<file path="config.mk">
export PLATFORM = sky130hd
export DESIGN_NAME = dbus_write_buffer
export DESIGN_NICKNAME = d
export VERILOG_FILES = /design/src/rtl/dbus_write_buffer.sv
export SDC_FILE = /design/constraint.sdc
export NUM_CORES = 1
export LEC_CHECK = 0
export ABC_AREA = 1
export CAP_MARGIN = 40
export CORE_AREA = 10 10 186 188
export DETAILED_ROUTE_END_ITERATION = 10
export DIE_AREA = 0 0 196 198
export GPL_ROUTABILITY_DRIVEN = 1
export MAX_ROUTING_LAYER = met4
export PLACE_DENSITY_LB_ADDON = 0.2
export REMOVE_ABC_BUFFERS = 1
export SLEW_MARGIN = 0
export SYNTH_ARGS = -nofsm -noshare
export SYNTH_HDL_FRONTEND = slang
export SYNTH_SLANG_ARGS = --single-unit
</file>
<file path="constraint.sdc">
create_clock -name clk -period 5.8 [get_ports clk]
set_input_delay 1.16 -clock clk [delete_from_list [all_inputs] [get_ports clk]]
set_output_delay 1.16 -clock clk [all_outputs]
set_load 0.02 [all_outputs]
</file>
<file path="src/rtl/dbus_write_buffer.sv">
// dbus_write_buffer
// Posted-write buffer between the CPU data-bus master and the D$ slave.
// CPU writes retire immediately into a small FIFO and drain to memory in
// order. A write to the youngest buffered word can merge bytes into that
// entry. Reads bypass buffered writes unless they hit a buffered word (RAW),
// in which case the read is stalled until the matching writes have drained.
// Cache invalidates wait for the buffer to empty before being forwarded.
//
// Ports
//   clk, rst_n                 clock, asynchronous active-low reset
//   cpu_read / cpu_write       CPU request strobes (mutually exclusive)
//   cpu_address                bus-word aligned byte address
//   cpu_byteenable/cpu_wrdata  write byte enables and data
//   cpu_icache_inv/dcache_inv  invalidate requests, held until cpu_stall=0
//   cpu_stall                  CPU must hold its request
//   cpu_rddata                 read data, valid when cpu_read & !cpu_stall
//   mem_read / mem_write       D$ request strobes
//   mem_address/byteenable/wrdata  D$ request fields
//   mem_icache_inv/dcache_inv  forwarded invalidates
//   mem_stall                  D$ busy, request must be held
//   mem_rddata                 D$ read data
//   count, empty               buffer occupancy
module dbus_write_buffer #(
    parameter int DEPTH      = 4,
    parameter int DATA_WIDTH = 32,
    parameter int ADDR_WIDTH = 32,
    parameter bit MERGE_EN   = 1'b1
) (
    input  logic                      clk,
    input  logic                      rst_n,
    input  logic                      cpu_read,
    input  logic                      cpu_write,
    input  logic [ADDR_WIDTH-1:0]     cpu_address,
    input  logic [DATA_WIDTH/8-1:0]   cpu_byteenable,
    input  logic [DATA_WIDTH-1:0]     cpu_wrdata,
    input  logic                      cpu_icache_inv,
    input  logic                      cpu_dcache_inv,
    output logic                      cpu_stall,
    output logic [DATA_WIDTH-1:0]     cpu_rddata,
    output logic                      mem_read,
    output logic                      mem_write,
    output logic [ADDR_WIDTH-1:0]     mem_address,
    output logic [DATA_WIDTH/8-1:0]   mem_byteenable,
    output logic [DATA_WIDTH-1:0]     mem_wrdata,
    output logic                      mem_icache_inv,
    output logic                      mem_dcache_inv,
    input  logic                      mem_stall,
    input  logic [DATA_WIDTH-1:0]     mem_rddata,
    output logic [$clog2(DEPTH):0]    count,
    output logic                      empty
);

    localparam int BE_W     = DATA_WIDTH / 8;
    localparam int PTR_W    = $clog2(DEPTH);
    localparam int CNT_W    = PTR_W + 1;
    localparam int WORD_LSB = $clog2(BE_W);

    typedef enum logic [1:0] {IDLE, BUSY_RD, BUSY_WR, BUSY_INV} state_t;

    state_t state, state_d;

    logic [ADDR_WIDTH-1:0] addr_q [DEPTH];
    logic [BE_W-1:0]       be_q   [DEPTH];
    logic [DATA_WIDTH-1:0] data_q [DEPTH];

    logic [PTR_W-1:0]      wr_ptr, rd_ptr, young_ptr;
    logic [DEPTH-1:0]      valid, match;
    logic [ADDR_WIDTH-1:0] rd_addr_q;
    logic [1:0]            inv_q;

    logic inv_req, full, raw_hit, read_go, write_go, inv_go;
    logic young_hit, head_locked, do_merge, do_enq, pop, inv_issue;

    assign inv_req   = cpu_icache_inv || cpu_dcache_inv;
    assign empty     = (count == '0);
    assign full      = (count == CNT_W'(DEPTH));
    assign young_ptr = wr_ptr - PTR_W'(1);

    // An entry is valid when its distance from the head is below count.
    always_comb begin
        logic [PTR_W-1:0] offset;
        offset = '0;
        valid  = '0;
        match  = '0;
        for (int i = 0; i < DEPTH; i++) begin
            offset   = PTR_W'(i) - rd_ptr;
            valid[i] = ({1'b0, offset} < count);
            match[i] = valid[i] &&
                       (addr_q[i][ADDR_WIDTH-1:WORD_LSB] == cpu_address[ADDR_WIDTH-1:WORD_LSB]);
        end
    end

    assign raw_hit  = cpu_read && (|match);
    assign read_go  = (state == IDLE) && cpu_read && !raw_hit;
    assign write_go = (state == IDLE) && !read_go && !empty;
    assign inv_go   = (state == IDLE) && !read_go && empty && inv_req;

    assign young_hit = !empty &&
        (addr_q[young_ptr][ADDR_WIDTH-1:WORD_LSB] == cpu_address[ADDR_WIDTH-1:WORD_LSB]);

    // The head being presented on the mem port must stay stable, and when it
    // completes in IDLE it pops this very cycle, so a merge into it would be
    // lost either way; block merging whenever the youngest entry is that head.
    assign head_locked = mem_write && (young_ptr == rd_ptr);
    assign do_merge    = MERGE_EN && cpu_write && !inv_req && young_hit && !head_locked;
    assign pop         = mem_write && !mem_stall;
    assign do_enq      = cpu_write && !inv_req && !do_merge && (!full || pop);
    assign inv_issue   = mem_icache_inv || mem_dcache_inv;

    // Mem-port ownership: next state and the request presented to the D$.
    always_comb begin
        state_d        = state;
        mem_read       = 1'b0;
        mem_write      = 1'b0;
        mem_address    = '0;
        mem_byteenable = '0;
        mem_wrdata     = '0;
        mem_icache_inv = 1'b0;
        mem_dcache_inv = 1'b0;
        case (state)
            IDLE: begin
                if (read_go) begin
                    mem_read    = 1'b1;
                    mem_address = cpu_address;
                    if (mem_stall) state_d = BUSY_RD;
                end else if (write_go) begin
                    mem_write      = 1'b1;
                    mem_address    = addr_q[rd_ptr];
                    mem_byteenable = be_q[rd_ptr];
                    mem_wrdata     = data_q[rd_ptr];
                    if (mem_stall) state_d = BUSY_WR;
                end else if (inv_go) begin
                    mem_icache_inv = cpu_icache_inv;
                    mem_dcache_inv = cpu_dcache_inv;
                    if (mem_stall) state_d = BUSY_INV;
                end
            end
            BUSY_RD: begin
                mem_read    = 1'b1;
                mem_address = rd_addr_q;
                if (!mem_stall) state_d = IDLE;
            end
            BUSY_WR: begin
                mem_write      = 1'b1;
                mem_address    = addr_q[rd_ptr];
                mem_byteenable = be_q[rd_ptr];
                mem_wrdata     = data_q[rd_ptr];
                if (!mem_stall) state_d = IDLE;
            end
            BUSY_INV: begin
                mem_icache_inv = inv_q[1];
                mem_dcache_inv = inv_q[0];
                if (!mem_stall) state_d = IDLE;
            end
            default: state_d = IDLE;
        endcase
    end

    // CPU-side handshake. A read only proceeds while it owns the mem port.
    always_comb begin
        cpu_stall  = 1'b0;
        cpu_rddata = '0;
        if (cpu_read) begin
            if (mem_read) begin
                cpu_stall  = mem_stall;
                cpu_rddata = mem_rddata;
            end else begin
                cpu_stall = 1'b1;
            end
        end else if (cpu_write) begin
            cpu_stall = !(do_merge || do_enq);
        end else if (inv_req) begin
            cpu_stall = !(inv_issue && !mem_stall);
        end
    end

    always_ff @(posedge clk or negedge rst_n) begin
        if (!rst_n) begin
            state     <= IDLE;
            wr_ptr    <= '0;
            rd_ptr    <= '0;
            count     <= '0;
            rd_addr_q <= '0;
            inv_q     <= '0;
        end else begin
            state <= state_d;
            if (do_enq) wr_ptr <= wr_ptr + PTR_W'(1);
            if (pop)    rd_ptr <= rd_ptr + PTR_W'(1);
            count <= count + CNT_W'(do_enq) - CNT_W'(pop);
            if (read_go) rd_addr_q <= cpu_address;
            if (inv_go)  inv_q     <= {cpu_icache_inv, cpu_dcache_inv};
        end
    end

    // Entry storage needs no reset: contents are only visible while counted.
    always_ff @(posedge clk) begin
        if (do_enq) begin
            addr_q[wr_ptr] <= cpu_address;
            be_q[wr_ptr]   <= cpu_byteenable;
            data_q[wr_ptr] <= cpu_wrdata;
        end else if (do_merge) begin
            be_q[young_ptr] <= be_q[young_ptr] | cpu_byteenable;
            for (int b = 0; b < BE_W; b++) begin
                if (cpu_byteenable[b]) begin
                    data_q[young_ptr][8*b +: 8] <= cpu_wrdata[8*b +: 8];
                end
            end
        end
    end

endmodule

</file>
==> reports/summary.md <==
### Floorplan
* 55.1% — Initial Util
* 38800 um^2 — area enclosed by the die boundary
* 216 — Boundary Pins
* 196 um — Die X-Extent
* 65 — Rows
* 198 um — floorplan die height
* 31100 um^2 — area inside the core boundary

### Place
* 1.00 — gp weighted congestion
* 0.0662 ns — post-place setup slack
* 19900 um^2 — post-place instance area
* 37400 um — post-DP HPWL
* 215 — quantity of I/O buffers inserted on ports
* 2502 — placed cell count

### Drt
* 5 — number of search-and-repair iterations in the first detailed-routing pass
* 5.83 — Avg Vias per Cell
* 0 — DRC violations left
* 15000 — total via count in the routed design
* 21.3 um — mean routed wirelength per cell
* 1646 — Detailed Route Iter0 Violations
* 54700 um — final WL
* 0 — antenna-violating nets left

### Setup path
* 6 — number of buffer and inverter stages on the critical path
* 0.55 ns — longest individual stage delay on the worst path
* clkdlybuf4s50_1, buf_4, xor2_1, nor3_1, nand3_1, nor2_1, nor2_1, nand2_4, clkinv_1, nor2_1, inv_1, nand2_1, buf_4, nor2_1, clkdlybuf4s50_1 — worst path cell trace
* input port — sort of element at the start of the critical path
* primary output — capturing element type of the critical path
* 4.64 ns — CP required
* sky130_fd_sc_hd__nor2_1 — critical path's most frequent cell
* in2out — WS Path Type
* sky130_fd_sc_hd__clkdlybuf4s50_1 — CP max-delay cell
* 32 — CP max FO
* 4.43 ns — critical path data arrival time
* buffers and inverters — Top Family by Delay on Critical Path

### STA
* 179 MHz — Achievable Freq
* 0 ns — summed negative setup slack over all endpoints
* 0 — number of failing setup endpoints in the final timing report
* 0.480 ns — Worst Hold Slack
* 0.902 ns — Worst-Margin Slew
* 0.0228 ns — Max Clock Skew
* no — setup repair after global routing missed its margin
* 96.3% — share of the clock period used by the worst path after layout
* 5.59 ns — min cycle time layout
* 0 — Max Slew Vio Count
* 0.213 ns — worst path setup slack after routing
* 39.9% — Worst slew margin
* 0 — count of final hold-check violations

### CTS
* 35 — number of CTS-inserted buffers
* 3 — maximum buffer depth of the clock tree
* 0.06 ns — clock-pin slew reported for the worst setup and hold paths after clock tree synthesis
* 315 — clock sink count
* 2 — maximum level of the CTS H-tree
* sky130_fd_sc_hd__clkbuf_16 — Clk Tree Root Cell
* 0 — post-cts sizing count
* 0 — number of buffers inserted by post-CTS setup repair
* 0 — hold-fix buffer count after cts
* done — clock tree from TritonCTS
* 0.54 ns — clock insertion delay at the later pin of the skew report

### Synthesis
* 315 — flip-flop and latch count after synthesis
* sky130_fd_sc_hd__edfxtp_1 — cell taking the most area after synthesis
* 0 — total number of yosys warnings
* 1931 — Synth Instances
* sky130_fd_sc_hd__edfxtp_1 (48%), sky130_fd_sc_hd__nand2_1 (12%), sky130_fd_sc_hd__dfrtp_1 (6.3%) — main area contributors after synthesis
* 13.7% — share of flip-flops with an asynchronous set or reset
* sky130_fd_sc_hd__nand2_1 — most numerous cell in the Yosys netlist
* 44 — number of distinct standard cells referenced by the synthesized netlist
* 47.7% — post-synth top area share
* 8.87 um^2 — average cell area after synthesis
* sky130_fd_sc_hd__edfxtp_1 — most used flip-flop cell after synthesis
* sky130_fd_sc_hd__nand2_1 (544), sky130_fd_sc_hd__edfxtp_1 (272), sky130_fd_sc_hd__inv_1 (184) — ranking of synthesized cells by instance count
* 54.0% — share of the yosys chip area belonging to registers
* 272 — Post-synth EDFFs
* 17100 um^2 — cell area after synthesis

### Global routing
* 72 — largest net degree at the start of global routing
* 28.0% — global-route total usage across every layer
* 83200 um — first-pass GRT wire length
* 0 — number of antenna violations at the first check in global routing
* 14900 — vias in the first global route
* 0 — gr ovfl total

### Finish
* 21100 um^2 — fin area
* 23.2% — Area Growth Syn to Fin
* 2566 — number of standard cells in the layout, taps in and fillers out
* 67.9% — end-of-flow core utilization
* 7.72% — layout cell share with drive strength beyond 1
* 9250 um^2 — register area
* 2437 — Fillers
* 0 — number of inserted diodes
* 2259 — net count of the finished layout
* 6700 um^2 — total area of multi-input combinational cells

### Pwr
* 11.3 mW — Design Power
* 534 nW/um^2 — power density relative to cell area
* 8.74 nW — Static Leakage
* 0.000429 V — Worst VDD drop

### Flow run
* 0 — Max Cap Violations

### Status
* completed — run status

### Hold path
* reg2reg — Worst Hold Class

==> state kept, by name, summed over array words and instances, names as in the netlist <==
name	flops
be_q	16
inv_q	2
addr_q	128
data_q	128
state	2
rd_ptr	2
count	3
wr_ptr	2
rd_addr_q	32
==> where the power goes <==
part / leakage, nW / total [mW] / switching (mW) / internal (mW)
Sequential: 2.98 / 2.89 / 0.163 / 2.72
Clock: 0.583 / 2.32 / 0.964 / 1.36
Combinational: 5.18 / 6.06 / 3.92 / 2.14
==> worst min-delay path, stage by stage (launching register included) <==
cell and delay (ns):
sky130_fd_sc_hd__dfrtp_1 0.34, sky130_fd_sc_hd__nand2_1 0.05, sky130_fd_sc_hd__nand2_1 0.05
==> path summary, 6_finish.rpt <==
check / slack, ns / from / cells after the start / to
hold reg to reg: 0.48 / inv_q[0]$_DFFE_PN0N_ / 2 / inv_q[0]$_DFFE_PN0N_
hold / removal: 0.48 / inv_q[0]$_DFFE_PN0N_ / 2 / inv_q[0]$_DFFE_PN0N_
max in group asynchronous: 4.54 / rst_n / 2 / rd_ptr[1]$_DFFE_PN0N_
setup / recovery: 0.21 / cpu_address[23] / 15 / cpu_rddata[26]
min in group asynchronous: 0.75 / rst_n / 2 / rd_addr_q[15]$_DFFE_PN0P_
setup reg to reg: 1.09 / wr_ptr[1]$_DFFE_PN0P_ / 20 / count[2]$_DFF_PN0_
==> cells by family after synthesis <==
family / after synthesis / synth area share [%]
and+or+nand+nor: 939 / 22.7
DFF: 315 / 54.0
buffers and inverters: 304 / 7.28
AOI/OAI and AO/OA: 281 / 11.0
xor gates and xnor gates: 77 / 3.94
adders and majority gates: 15 / 1.14
==> cells in the final DEF, fill, tap and decap left out, types with 7 or more instances in the layout <==
cell	netlist	routed
sky130_fd_sc_hd__a21oi_1	27	27
sky130_fd_sc_hd__nand4_1	13	13
sky130_fd_sc_hd__nand2_2	8	8
sky130_fd_sc_hd__clkbuf_8	0	7
sky130_fd_sc_hd__a22oi_1	99	99
sky130_fd_sc_hd__o211ai_1	26	26
sky130_fd_sc_hd__nand3_1	171	171
sky130_fd_sc_hd__o21ai_1	7	7
sky130_fd_sc_hd__nor2_4	2	9
sky130_fd_sc_hd__nor2_1	167	160
sky130_fd_sc_hd__clkdlybuf4s50_1	0	210
sky130_fd_sc_hd__buf_4	2	61
sky130_fd_sc_hd__dfrtp_1	43	40
sky130_fd_sc_hd__ha_1	14	14
sky130_fd_sc_hd__o221ai_1	12	12
sky130_fd_sc_hd__edfxtp_1	272	272
sky130_fd_sc_hd__nor3_1	14	14
sky130_fd_sc_hd__xor2_1	63	63
sky130_fd_sc_hd__o21ai_0	59	59
sky130_fd_sc_hd__a31oi_1	37	37
sky130_fd_sc_hd__inv_1	184	184
sky130_fd_sc_hd__clkbuf_16	0	35
sky130_fd_sc_hd__nand2_1	544	544
sky130_fd_sc_hd__xnor2_1	14	13
==> final cells by class <==
class | count | share of cell area, %
Inverter | 192 | 3.42
Sequential cell | 315 | 43.8
Timing Repair Buffer | 281 | 12.9
Tap cell | 402 | 2.38
Clock inverter | 18 | 1.06
Clock buffer | 46 | 4.68
Multi-Input combinational cell | 1312 | 31.7
==> routing by layer <==
layer | GRT usage (%) | vias up | part of all wire, %
met5 | - | - | 0
met3 | 4.62 | 124 | 9.1
li1 | - | 6943 | -
met4 | 8.68 | 0 | 2.7
met2 | 46.8 | 753 | 49
met1 | 34.2 | 7132 | 39
No activity file was read; power rests on OpenSTA's default activity.
